### src/rtl/execute_stage_pkg.sv
// Shared definitions for the EX stage: ALU opcodes, forward selects, datapath width.
package execute_stage_pkg;

    localparam int unsigned XLEN_DEFAULT = 32;

    // ALU opcodes carried on ALUControlE.
    localparam logic [2:0] ALU_ADD  = 3'b000;
    localparam logic [2:0] ALU_SUB  = 3'b001;
    localparam logic [2:0] ALU_AND  = 3'b010;
    localparam logic [2:0] ALU_OR   = 3'b011;
    localparam logic [2:0] ALU_XOR  = 3'b100;
    localparam logic [2:0] ALU_SLT  = 3'b101;
    localparam logic [2:0] ALU_SLTU = 3'b110;
    localparam logic [2:0] ALU_SLL  = 3'b111;

    // Operand forward selects; 2'b11 is unused and falls back to the register file.
    localparam logic [1:0] FWD_RF  = 2'b00;
    localparam logic [1:0] FWD_WB  = 2'b01;
    localparam logic [1:0] FWD_MEM = 2'b10;

    // Returns the forwarded operand for a given select, never X for the unused code.
    function automatic logic [XLEN_DEFAULT-1:0] fwd_select(
        input logic [1:0]              sel,
        input logic [XLEN_DEFAULT-1:0] rf_val,
        input logic [XLEN_DEFAULT-1:0] wb_val,
        input logic [XLEN_DEFAULT-1:0] mem_val
    );
        logic [XLEN_DEFAULT-1:0] val;
        case (sel)
            FWD_WB:  val = wb_val;
            FWD_MEM: val = mem_val;
            default: val = rf_val;
        endcase
        return val;
    endfunction

endpackage

### src/rtl/execute_stage_alu.sv
// Combinational ALU for the EX stage; all arithmetic wraps modulo 2^XLEN.
module execute_stage_alu
    import execute_stage_pkg::*;
#(
    parameter int unsigned XLEN = XLEN_DEFAULT
) (
    input  logic [XLEN-1:0] src_a_i,
    input  logic [XLEN-1:0] src_b_i,
    input  logic [2:0]      alu_control_i,
    output logic [XLEN-1:0] result_o,
    output logic            zero_o
);

    logic lt_signed;
    logic lt_unsigned;

    assign lt_signed   = $signed(src_a_i) < $signed(src_b_i);
    assign lt_unsigned = src_a_i < src_b_i;

    // Opcode decode; shift amount uses only the low five bits of SrcB.
    always_comb begin
        result_o = '0;
        case (alu_control_i)
            ALU_ADD:  result_o = src_a_i + src_b_i;
            ALU_SUB:  result_o = src_a_i - src_b_i;
            ALU_AND:  result_o = src_a_i & src_b_i;
            ALU_OR:   result_o = src_a_i | src_b_i;
            ALU_XOR:  result_o = src_a_i ^ src_b_i;
            ALU_SLT:  result_o = {{(XLEN-1){1'b0}}, lt_signed};
            ALU_SLTU: result_o = {{(XLEN-1){1'b0}}, lt_unsigned};
            ALU_SLL:  result_o = src_a_i << src_b_i[4:0];
            default:  result_o = '0;
        endcase
    end

    assign zero_o = (result_o == '0);

endmodule

### src/rtl/execute_stage.sv
// EX stage: operand forwarding, ALU, beq resolution and the EX/MEM pipeline register.
module execute_stage
    import execute_stage_pkg::*;
#(
    parameter int unsigned XLEN = XLEN_DEFAULT
) (
    input  logic            clk,
    input  logic            rst,
    input  logic            RegWriteE,
    input  logic            MemWriteE,
    input  logic            ResultSrcE,
    input  logic            ALUSrcE,
    input  logic            BranchE,
    input  logic [2:0]      ALUControlE,
    input  logic [XLEN-1:0] RD1_E,
    input  logic [XLEN-1:0] RD2_E,
    input  logic [XLEN-1:0] Imm_Ext_E,
    input  logic [4:0]      RD_E,
    input  logic [XLEN-1:0] PCE,
    input  logic [XLEN-1:0] PCPlus4E,
    input  logic [1:0]      ForwardAE,
    input  logic [1:0]      ForwardBE,
    input  logic [XLEN-1:0] ResultW,
    output logic            PCSrcE,
    output logic [XLEN-1:0] PCTargetE,
    output logic            RegWriteM,
    output logic            MemWriteM,
    output logic            ResultSrcM,
    output logic [4:0]      RD_M,
    output logic [XLEN-1:0] PCPlus4M,
    output logic [XLEN-1:0] WriteDataM,
    output logic [XLEN-1:0] ALU_ResultM
);

    logic [XLEN-1:0] src_a;
    logic [XLEN-1:0] src_b;
    logic [XLEN-1:0] write_data_e;
    logic [XLEN-1:0] alu_result_e;
    logic            zero_e;

    logic            reg_write_q,  reg_write_d;
    logic            mem_write_q,  mem_write_d;
    logic            result_src_q, result_src_d;
    logic [4:0]      rd_q,         rd_d;
    logic [XLEN-1:0] pc_plus4_q,   pc_plus4_d;
    logic [XLEN-1:0] write_data_q, write_data_d;
    logic [XLEN-1:0] alu_result_q, alu_result_d;

    // Operand forwarding; the MEM source is this stage's own registered ALU result.
    always_comb begin
        src_a        = '0;
        write_data_e = '0;
        case (ForwardAE)
            FWD_WB:  src_a = ResultW;
            FWD_MEM: src_a = alu_result_q;
            default: src_a = RD1_E;
        endcase
        case (ForwardBE)
            FWD_WB:  write_data_e = ResultW;
            FWD_MEM: write_data_e = alu_result_q;
            default: write_data_e = RD2_E;
        endcase
    end

    // Immediate select happens after forwarding so stores keep forwarded rs2 data.
    assign src_b = ALUSrcE ? Imm_Ext_E : write_data_e;

    execute_stage_alu #(
        .XLEN (XLEN)
    ) u_alu (
        .src_a_i       (src_a),
        .src_b_i       (src_b),
        .alu_control_i (ALUControlE),
        .result_o      (alu_result_e),
        .zero_o        (zero_e)
    );

    assign PCSrcE    = BranchE & zero_e;
    assign PCTargetE = PCE + Imm_Ext_E;

    // Next-state for the EX/MEM register: capture every cycle, no stall.
    always_comb begin
        reg_write_d  = RegWriteE;
        mem_write_d  = MemWriteE;
        result_src_d = ResultSrcE;
        rd_d         = RD_E;
        pc_plus4_d   = PCPlus4E;
        write_data_d = write_data_e;
        alu_result_d = alu_result_e;
    end

    // EX/MEM register with synchronous active-low clear.
    always_ff @(posedge clk) begin
        if (!rst) begin
            reg_write_q  <= 1'b0;
            mem_write_q  <= 1'b0;
            result_src_q <= 1'b0;
            rd_q         <= '0;
            pc_plus4_q   <= '0;
            write_data_q <= '0;
            alu_result_q <= '0;
        end else begin
            reg_write_q  <= reg_write_d;
            mem_write_q  <= mem_write_d;
            result_src_q <= result_src_d;
            rd_q         <= rd_d;
            pc_plus4_q   <= pc_plus4_d;
            write_data_q <= write_data_d;
            alu_result_q <= alu_result_d;
        end
    end

    assign RegWriteM   = reg_write_q;
    assign MemWriteM   = mem_write_q;
    assign ResultSrcM  = result_src_q;
    assign RD_M        = rd_q;
    assign PCPlus4M    = pc_plus4_q;
    assign WriteDataM  = write_data_q;
    assign ALU_ResultM = alu_result_q;

endmodule

### config.mk
export PLATFORM = sky130hd
export DESIGN_NAME = execute_stage
export DESIGN_NICKNAME = d
export VERILOG_FILES = /design/src/rtl/execute_stage_pkg.sv /design/src/rtl/execute_stage_alu.sv /design/src/rtl/execute_stage.sv
export SDC_FILE = /design/constraint.sdc
export NUM_CORES = 1
export LEC_CHECK = 0
export ABC_CLOCK_PERIOD_IN_PS = 12000
export CAP_MARGIN = 5
export CORE_ASPECT_RATIO = 2
export CORE_UTILIZATION = 30
export DETAILED_ROUTE_END_ITERATION = 16
export DONT_BUFFER_PORTS = 1
export PLACE_DENSITY_LB_ADDON = 0.1
export SETUP_SLACK_MARGIN = 0.4
export SLEW_MARGIN = 25
export SYNTH_ARGS = -nofsm -noshare
export SYNTH_HDL_FRONTEND = slang
export SYNTH_SLANG_ARGS = --single-unit
### constraint.sdc
create_clock -name clk -period 12 [get_ports clk]
set_clock_uncertainty 0.1 [all_clocks]
set_input_delay 0.6 -clock clk [delete_from_list [all_inputs] [get_ports clk]]
set_output_delay 0.6 -clock clk [all_outputs]
set_load 0.02 [all_outputs]
==> run_results.csv, run 1 <==
group,metric,value,unit
run_status,outcome,"finished clean",
clocking,cts_buffers,9,
synthesis,yosysSeqAreaShare,16.5,%
critical_path,crit_fanout,66,
global_routing,antenna_found_initial,6,
global_routing,overflow,0,
sta,slew-limit-headroom,25.3,%
routing,vias,13555,
sta,tns,0,ps
synthesis,yosysTopAreaCell,"dfxtp_1",
critical_path,cpPeakStageDelay,760,ps
die,die_h,292,um
clocking,clock_sinks,104,
routing,routed_wl,65700,um
placed_design,numPortBuffers,0,
clocking,clock_latency,370,ps
min_path,hp-class,"input port to flop",
pwr,power.density,124,nW/um^2
critical_path,crit_family,"simple AND/OR/NAND/NOR gates",
critical_path,cp_slowest_cell,"clkinv_1",
critical_path,path_class,"input port to output port",
sta,fmax,0.118,GHz
finish,finalNonFillerCells,2229,
critical_path,cp_common_cell,"nand4_1",
critical_path,worstSetupStartpointType,"input port",
global_routing,grt.total_usage,30.0,%
synthesis,synthArstFlopShare,0,%
synthesis,synth_edf_count,0,
synthesis,synth_seq_cells,104,
clocking,clk_pin_slew,70,ps
sta,rsz0062_at_grt,"false",
die,die_area,42800,um^2
die,die_w,147,um
routing,routed_via_density,6.08,
synthesis,netlist-cell-type-count,85,
clocking,tritoncts,"yes",
global_routing,grt_max_degree,71,
placed_design,dpl.hpwl,53300,um
sta,drv_slew,0,
sta,finalHoldViolCount,0,
synthesis,syn-num-nets,2088,
global_routing,grt_pass1_vias,13443,
die,rows,105,
synthesis,ys.flop_type,"dfxtp_1",
synthesis,syn-cell-area,12600,um^2
critical_path,worstSetupEndpointType,"output port",
die,start_util,30.5,%
critical_path,worstPathRequired,11300,ps
synthesis,synth_common_cells,"nor2_1 (195), a21oi_1 (155), ha_1 (132), o21ai_0 (131), nand2_1 (124)",
clocking,cts_hold_buffers,0,
die,core,41300,um^2
synthesis,synth_top_cell_area_share,16.5,%
synthesis,synth_most_common_cell,"nor2_1",
routing,ant_nets,0,
pwr,leakagePower,0.00559,uW
synthesis,syn_inst,1742,
die,io_pins,348,
sta,min_period,8460,ps
clocking,htreeDepth,3,
job,maxCapViolCount,0,
synthesis,synth_area_leaders,"dfxtp_1 (17%), ha_1 (13%), a21oi_1 (6.2%), nor2_1 (5.8%), o21ai_0 (5.2%)",
placed_design,dp_cells,2209,
finish,area_growth,6.58,%
critical_path,critPathArrivalTime,7760,ps
sta,tightest_slew,1110,ps
sta,finalSetupViolCount,0,
routing,firstDrtPassIters,6,
finish,n_fill_cell,4574,
routing,wl_per_cell,29.5,um
finish,seq_area,2080,um^2
clocking,cts-root-buf,"clkbuf_16",
synthesis,synth_warnings,0,
clocking,cts_setup_buffers,0,
pwr,ir_drop,0.0696,mV
critical_path,crit_chain,"inv_1 > ha_2 > buf_4 > o21ai_0 > a21boi_2 > clkinv_1 > ha_1 > inv_1 > a221oi_1 > o311ai_0 > nor2b_1 > xnor2_1 > a2111oi_0 > nand4_1 > nor4_1 > nand4_1 > nor4b_2 > nand4_1 > nor4_2",
finish,multiInputGateArea,9660,um^2
clocking,cts_resized,0,
critical_path,path_buf_inv,4,
finish,layout-drive-gt1-share,6.45,%
finish,fin_nets,2031,
placed_design,place_congestion,0.953,
global_routing,grt_pass1_wl,93800,um
routing,drt_iter0_drc,1269,
sta,period_share,70.5,%
synthesis,synth_area_per_cell,7.22,um^2
clocking,clk_path_buf_depth,2,
routing,drcViolationCount,0,
[flip-flops by register name, indices dropped and copies added (netlist names)]
register / count
ALU_ResultM: 32
MemWriteM: 1
RD_M: 5
ResultSrcM: 1
PCPlus4M: 32
WriteDataM: 32
RegWriteM: 1
[metrics by stage]
stage | utilization [%] | total power (uW) | setup slack, ps | instance area (um^2) | hold WS (ps)
after global routing | 32.5 | 1750 | 3070 | 13400 | 239
after detailed placement | 31.8 | 1360 | 3610 | 13100 | 630
after global placement | 31.8 | 1360 | 3760 | 13100 | 632
final | 32.5 | 1660 | 3540 | 13400 | 248
after floorplan | - | 1080 | 5850 | 12600 | 627
after CTS | 32.5 | 1660 | 3590 | 13400 | 227
[worst reg2reg max path, delay by kind of cell, from the launching register on]
kind                     cells  cell delay [ps]
AO/OA/AOI/OAI               11             3350
adder cells (fa/ha/maj)      1              480
buffers and inverters        1              770
flip-flops                   1              410
multiplexers                 1              360
AND/OR/NAND/NOR              2              260
[final timing paths]
check	cells past startpoint	end	from	slack, ps
hold / removal	1	PCPlus4M[25]	PCPlus4E[25]	250
setup reg to reg	16	ALU_ResultM[31]	ALU_ResultM[3]	6130
hold reg to reg	4	WriteDataM[15]	ALU_ResultM[15]	790
setup / recovery	19	PCSrcE	ForwardBE[0]	3540
[cell usage in the layout, fill, tap and decap left out, types with 6 or more instances in the layout]
master,count
a31o_2,7
nor3_1,31
o21ai_0,130
o31ai_1,10
dfxtp_1,104
ha_1,130
o211ai_1,10
nand2b_1,29
nand4_1,10
buf_4,35
clkbuf_16,9
or3_1,8
a21oi_1,155
nand2_1,124
nor2b_1,22
mux2_2,24
a31oi_1,17
a21boi_0,10
a21o_1,20
nand3_1,20
a211oi_1,11
nor4_1,6
o22a_1,6
o221ai_1,7
a221o_1,14
inv_1,116
xnor2_1,38
o311ai_0,9
o22ai_1,26
a22oi_1,75
xor2_1,9
a221oi_1,11
and3_1,10
o21a_1,22
mux2i_1,64
o21bai_1,11
nor2_1,193
and2_1,56
[layer usage]
metal	GRT usage (%)	part of all wire, %
met1	28.7	33
met2	57.2	53
met3	4.63	6.5
met4	21.5	7.4
met5	0	0
[final cells by class]
class / count / share of cell area (%)
multi-input cells: 1415 / 72.0
inverters: 120 / 3.38
well taps: 535 / 4.99
repair buffers: 35 / 1.96
diodes: 4 / 0.0746
clock inverters: 6 / 0.326
clock buffers: 10 / 1.71
flip-flops and latches: 104 / 15.5
[cell families (layout without fill, tap and decap cells)]
family,count (synthesis),count (layout),share of synthesized area [%]
and+or+nand+nor,533,533,20.0
adders and majority gates,136,136,13.7
muxes,91,91,7.77
AOI/OAI and AO/OA,608,608,31.9
DFF,104,104,16.5
xor gates and xnor gates,47,47,3.27
buffers and inverters,223,171,6.87
other,0,4,0
[report_power, final]
part | internal [uW] | total, uW | switching [uW] | leakage, uW
logic | 314 | 930 | 616 | 0.00460
clock network | 142 | 291 | 149 | 0.000133
registers | 375 | 442 | 66.2 | 0.000861
total | 831 | 1660 | 831 | 0.00559
Power figures use the tool's default switching activity.
==> run 2: changes to the inputs <==
--- a/config.mk
+++ b/config.mk
@@ -5,7 +5,7 @@
 export SDC_FILE = /design/constraint.sdc
 export NUM_CORES = 1
 export LEC_CHECK = 0
-export ABC_CLOCK_PERIOD_IN_PS = 12000
+export ABC_CLOCK_PERIOD_IN_PS = 8100
 export CAP_MARGIN = 5
 export CORE_ASPECT_RATIO = 2
 export CORE_UTILIZATION = 30
==> constraint.sdc (replaced) <==
create_clock -name clk -period 8.1 [get_ports clk]
set_clock_uncertainty 0.1 [all_clocks]
set_input_delay 0.405 -clock clk [delete_from_list [all_inputs] [get_ports clk]]
set_output_delay 0.405 -clock clk [all_outputs]
set_load 0.02 [all_outputs]
==> run 2 against run 1 <==
Compared with the run above: combinational power is 49% higher; sequential share of layout area is 0.11 points lower; first-iteration DRC count is 22% lower; setup slack worse by 2700 ps; worst hold slack worse by 200 ps; final area is 0.74% higher; sequential power is 48% higher; non-clock buffer count is 10 higher; core utilization is 0.24 points higher; critical endpoint unchanged; largest cell class unchanged; highest routed layer unchanged.
==> run_results.csv, run 2 (same netlist as run 1, synthesis figures left out) <==
group,metric,value,unit
clocking,cts_setup_buffers,0,
die,io_pins,348,
min_path,holdPathEnd,"PCPlus4M[7]",
routing,routed_wl,66200,um
finish,fin_nets,2041,
die,rows,105,
pwr,power_frac_clock,18.8,%
clocking,cts-root-buf,"clkbuf_16",
die,die_area,42800,um^2
sta,finalHoldViolCount,0,
global_routing,grt_max_degree,71,
sta,min_period,7210,ps
placed_design,dpl.hpwl,54000,um
pwr,ir_drop,0.0975,mV
routing,routed_via_density,6.10,
finish,layout-drive-gt1-share,6.94,%
clocking,clock_latency,380,ps
sta,whs,49.2,ps
placed_design,numPortBuffers,0,
sta,tns,0,ps
run_status,outcome,"finished clean",
pwr,switching_share,49.2,%
pwr,pwr-share-seq,25.9,%
sta,tightest_slew,1100,ps
clocking,cts_buffers,9,
critical_path,crit_fanout,55,
die,start_util,30.5,%
pwr,leakagePower,0.00565,uW
placed_design,placed_area,13200,um^2
job,maxCapViolCount,0,
sta,setup_ws,888,ps
clocking,cts_hold_buffers,0,
global_routing,antenna_found_initial,5,
min_path,hp-class,"input port to flop",
sta,rsz0062_at_grt,"false",
sta,finalSetupViolCount,0,
critical_path,worstSetupStartpointType,"input port",
critical_path,r2r-end,"ALU_ResultM[24]",
sta,fmax,0.139,GHz
die,die_w,147,um
routing,dr_wl_met2,35500,um
placed_design,dp_cells,2219,
routing,wl_met3,3930,um
placed_design,pre_cts_ws,936,ps
pwr,p_int,1280,uW
routing,topRoutingLayerUsed,"met4",
critical_path,critPathArrivalTime,6710,ps
critical_path,r2r_start,"ALU_ResultM[0]",
finish,layout.cells.most_common,"nor2_1",
finish,mostFrequentLayoutCells,"nor2_1 (194), a21oi_1 (155), o21ai_0 (130), ha_1 (130), nand2_1 (124)",
routing,drt_iter0_drc,994,
global_routing,overflow,0,
clocking,clock_sinks,104,
clocking,clk_pin_slew,70,ps
sta,drv_slew,0,
finish,fin_area,13500,um^2
die,die_h,292,um
clocking,clk_path_buf_depth,2,
routing,firstDrtPassIters,6,
sta,slew-limit-headroom,26.1,%
finish,finalNonFillerCells,2239,
routing,drcViolationCount,0,
clocking,cts_resized,0,
clocking,htreeDepth,3,
global_routing,grt.total_usage,30.2,%
clocking,tritoncts,"yes",
routing,vias,13665,
pwr,power.density,187,nW/um^2
routing,m1WireLength,21900,um
sta,period_share,89.0,%
pwr,comb_power_share,55.3,%
min_path,holdCritStartpoint,"PCPlus4E[7]",
finish,area_growth,7.37,%
critical_path,worstSetupEndpointType,"output port",
global_routing,grt_pass1_wl,94900,um
global_routing,grt_pass1_vias,13934,
pwr,p_switching,1240,uW
routing,ant_nets,0,
critical_path,rr_worst_depth,18,
critical_path,r2r_slack,2390,ps
placed_design,place_congestion,0.967,
die,core,41300,um^2
routing,wl_per_cell,29.6,um
min_path,min_path_cells,1,
critical_path,worstPathRequired,7600,ps
critical_path,path_class,"input port to output port",
==> run 2: power by group through the flow <==
stage / Clock, uW / Sequential (uW) / Combinational [uW]
floorplan: 0 / 644 / 949
global placement: 0 / 667 / 1370
detailed placement: 0 / 666 / 1360
CTS: 485 / 654 / 1370
global route: 505 / 657 / 1490
finish: 475 / 654 / 1390
==> run 2: final cells by class <==
| cell class | count | area [um^2] |
|---|---|---|
| Inverter | 120 | 453 |
| Timing Repair Buffer | 45 | 338 |
| Clock inverter | 5 | 63.8 |
| Fill cell | 4581 | 27700 |
| Multi-Input combinational cell | 1415 | 9650 |
| Clock buffer | 11 | 243 |
| Tap cell | 535 | 669 |
| Antenna cell | 4 | 10.0 |
| Sequential cell | 104 | 2080 |
==> run 2: metrics by stage <==
step	total power [uW]	utilization, %
2_1_floorplan	1590	-
3_3_place_gp	2030	32.0
3_5_place_dp	2030	32.0
4_1_cts	2510	32.7
5_1_grt	2660	32.8
6_report	2520	32.8
==> run 2: per-layer routing <==
metal  vias to the layer above  track usage (%)
met4                         0             21.9
li1                       6221                -
met3                       207             4.69
met2                       675             58.2
met1                      6562             28.4
met5                         -            0.465
==> run 2: how the worst max path moves through the flow <==
| stage | startpoint | end |
|---|---|---|
| 2_1_floorplan | ForwardBE[0] | PCSrcE |
| 5_1_grt | ForwardBE[0] | PCSrcE |
| 3_5_place_dp | ForwardBE[0] | PCSrcE |
| 4_1_cts | ForwardBE[0] | PCSrcE |
| 6_report | ForwardBE[0] | PCSrcE |
| 3_3_place_gp | ForwardBE[0] | PCSrcE |
==> run 2: worst max-delay path: stages <==
cell       delay (ps)
inv_1              20
ha_2              410
buf_4             500
nand2b_1          210
o221ai_4          250
buf_4             420
ha_1              350
nand2b_1          170
a221oi_1          490
a41oi_1           290
a31o_2            340
o2111ai_1         550
a2111oi_0         210
a211o_1           350
a2111oi_2         380
nand4_1           210
nor4b_2           380
nand4_1           160
nor4_2            350
buf_4             230
==> run 3: changes to the inputs <==
--- a/config.mk
+++ b/config.mk
@@ -11,6 +11,7 @@
 export CORE_UTILIZATION = 30
 export DETAILED_ROUTE_END_ITERATION = 16
 export DONT_BUFFER_PORTS = 1
+export GPL_TIMING_DRIVEN = 0
 export PLACE_DENSITY_LB_ADDON = 0.1
 export SETUP_SLACK_MARGIN = 0.4
 export SLEW_MARGIN = 25
==> run 3 against run 2 <==
Compared with the run above: global-route usage grew 4.3 points; final area increased by 1.4%; largest power group unchanged; largest cell class unchanged; total power up 4.3%; core utilization is 0.46 points higher.
==> run_results.csv, run 3 (same netlist as run 1, synthesis figures left out) <==
group,metric,value,unit
die,die_area,42800,um^2
sta,slew-limit-headroom,27.2,%
routing,wl_per_cell,33.0,um
clocking,cts_buffers,9,
finish,fin_nets,2100,
global_routing,grt.total_usage,34.6,%
die,core,41300,um^2
clocking,clk_path_buf_depth,2,
finish,area_growth,8.88,%
pwr,leakagePower,0.00568,uW
routing,routed_via_density,6.22,
min_path,min_path_cells,1,
sta,finalSetupViolCount,0,
critical_path,worstPathRequired,7600,ps
global_routing,grt.busiest_layer,"met2",
clocking,cts_hold_buffers,0,
sta,rsz0062_at_grt,"false",
clocking,htreeDepth,3,
placed_design,placed_area,13300,um^2
pwr,finalPower,2630,uW
placed_design,place_congestion,0.986,
sta,finalHoldViolCount,0,
critical_path,critPathArrivalTime,7040,ps
global_routing,grt_use_met1,30.9,%
die,io_pins,348,
die,rows,105,
placed_design,pre_cts_ws,-404,ps
clocking,cts-root-buf,"clkbuf_16",
job,maxCapViolCount,0,
global_routing,antenna_found_initial,4,
critical_path,rr_worst_depth,20,
critical_path,worstSetupEndpointType,"output port",
placed_design,numPortBuffers,0,
placed_design,dpl.hpwl,63800,um
die,die_w,147,um
sta,whs,48.2,ps
finish,fin_area,13700,um^2
routing,vias,14275,
clocking,clk_pin_slew,80,ps
global_routing,grt_max_degree,17,
finish,n_fill_cell,4593,
pwr,ir_drop,0.121,mV
critical_path,crit_fanout,11,
clocking,cts_setup_buffers,0,
routing,ant_nets,0,
sta,min_period,7550,ps
placed_design,dp_cells,2278,
clocking,clock_latency,390,ps
finish,layout-drive-gt1-share,6.26,%
global_routing,overflow,0,
global_routing,grt_util_met2,66.5,%
die,start_util,30.5,%
global_routing,grt_pass1_vias,14340,
sta,tightest_slew,1090,ps
die,die_h,292,um
sta,fmax,0.133,GHz
clocking,tritoncts,"yes",
sta,setup_ws,553,ps
critical_path,r2r_start,"ALU_ResultM[0]",
routing,firstDrtPassIters,6,
routing,drcViolationCount,0,
critical_path,path_class,"flop to output port",
sta,period_share,93.2,%
finish,mostFrequentLayoutCells,"nor2_1 (194), a21oi_1 (153), ha_1 (132)",
min_path,hp-class,"input port to flop",
global_routing,grt_use_met3,6.28,%
global_routing,grt_pass1_wl,105000,um
finish,layout.cells.most_common,"nor2_1",
critical_path,startpoint,"ALU_ResultM[0]",
finish,finalNonFillerCells,2295,
min_path,holdCritStartpoint,"PCPlus4E[30]",
routing,drt_iter0_drc,1057,
critical_path,worstSetupStartpointType,"flop",
clocking,clock_sinks,104,
routing,routed_wl,75800,um
run_status,outcome,"finished clean",
sta,drv_slew,0,
pwr,power.density,192,nW/um^2
run 3: changes by cell type in the layout (fill, tap and decap cells not counted), sizes merged:
cell    delta
buf       -24
bufinv     +1
clkbuf    +82
clkinv     +1
diode      -2
inv        -2
run 3: worst max-delay path: stages, from the launching register on:
cell      delay (ps)
dfxtp_1          500
a22o_1           240
o221a_4          240
buf_6            170
buf_2            340
buf_2            400
ha_1             240
inv_1             70
fa_1             500
a211oi_1         440
o21ai_0          190
a31oi_2          410
o21ai_0          380
nand2_1          150
o21ai_0          140
xnor2_1          200
a211oi_1         540
nand4_1          340
nor4b_4          480
nand4_1          260
nor4_4           390
run 3: metal layers:
layer | vias up | part of all wire, %
met5 | - | 0
met4 | 0 | 8.8
met3 | 254 | 6.2
met2 | 808 | 54
met1 | 6888 | 31
li1 | 6325 | -
run 3: layout make-up:
| cell class | instances | area (um^2) | area share, % |
|---|---|---|---|
| antenna | 2 | 5.00 | 0.0365 |
| buffer | 103 | 433 | 3.16 |
| clock buffer | 10 | 239 | 1.74 |
| clock inverter | 5 | 81.3 | 0.594 |
| inverter | 120 | 454 | 3.31 |
| multi-input combinational | 1415 | 9730 | 71.0 |
| sequential | 104 | 2080 | 15.2 |
| tap | 535 | 669 | 4.88 |
| timing repair buffer | 1 | 7.51 | 0.0548 |
run 3: repair_timing:
| item | CTS | global route |
|---|---|---|
| gates resized for setup | 24 | 12 |
| endpoints found under the hold margin | 0 | 0 |
| setup endpoints to repair | 1 | 1 |
| pin swaps | 0 | 0 |
run 3: final timing paths:
kind / end / slack, ps
max reg2reg: ALU_ResultM[24] / 1580
min reg2reg: WriteDataM[2] / 800
max: PCSrcE / 550
min: PCPlus4M[30] / 50
run 3: stage by stage:
step                      TNS, ps  util [%]
after floorplan                 0         -
after global placement       -358      32.1
after detailed placement     -404      32.2
after CTS                       0      33.1
after global routing            0      33.2
final                           0      33.2
run 3: power by group:
group | internal (uW) | switching [uW]
Combinational | 465 | 1010
Sequential | 556 | 99.9
Clock | 278 | 223
Total | 1300 | 1330
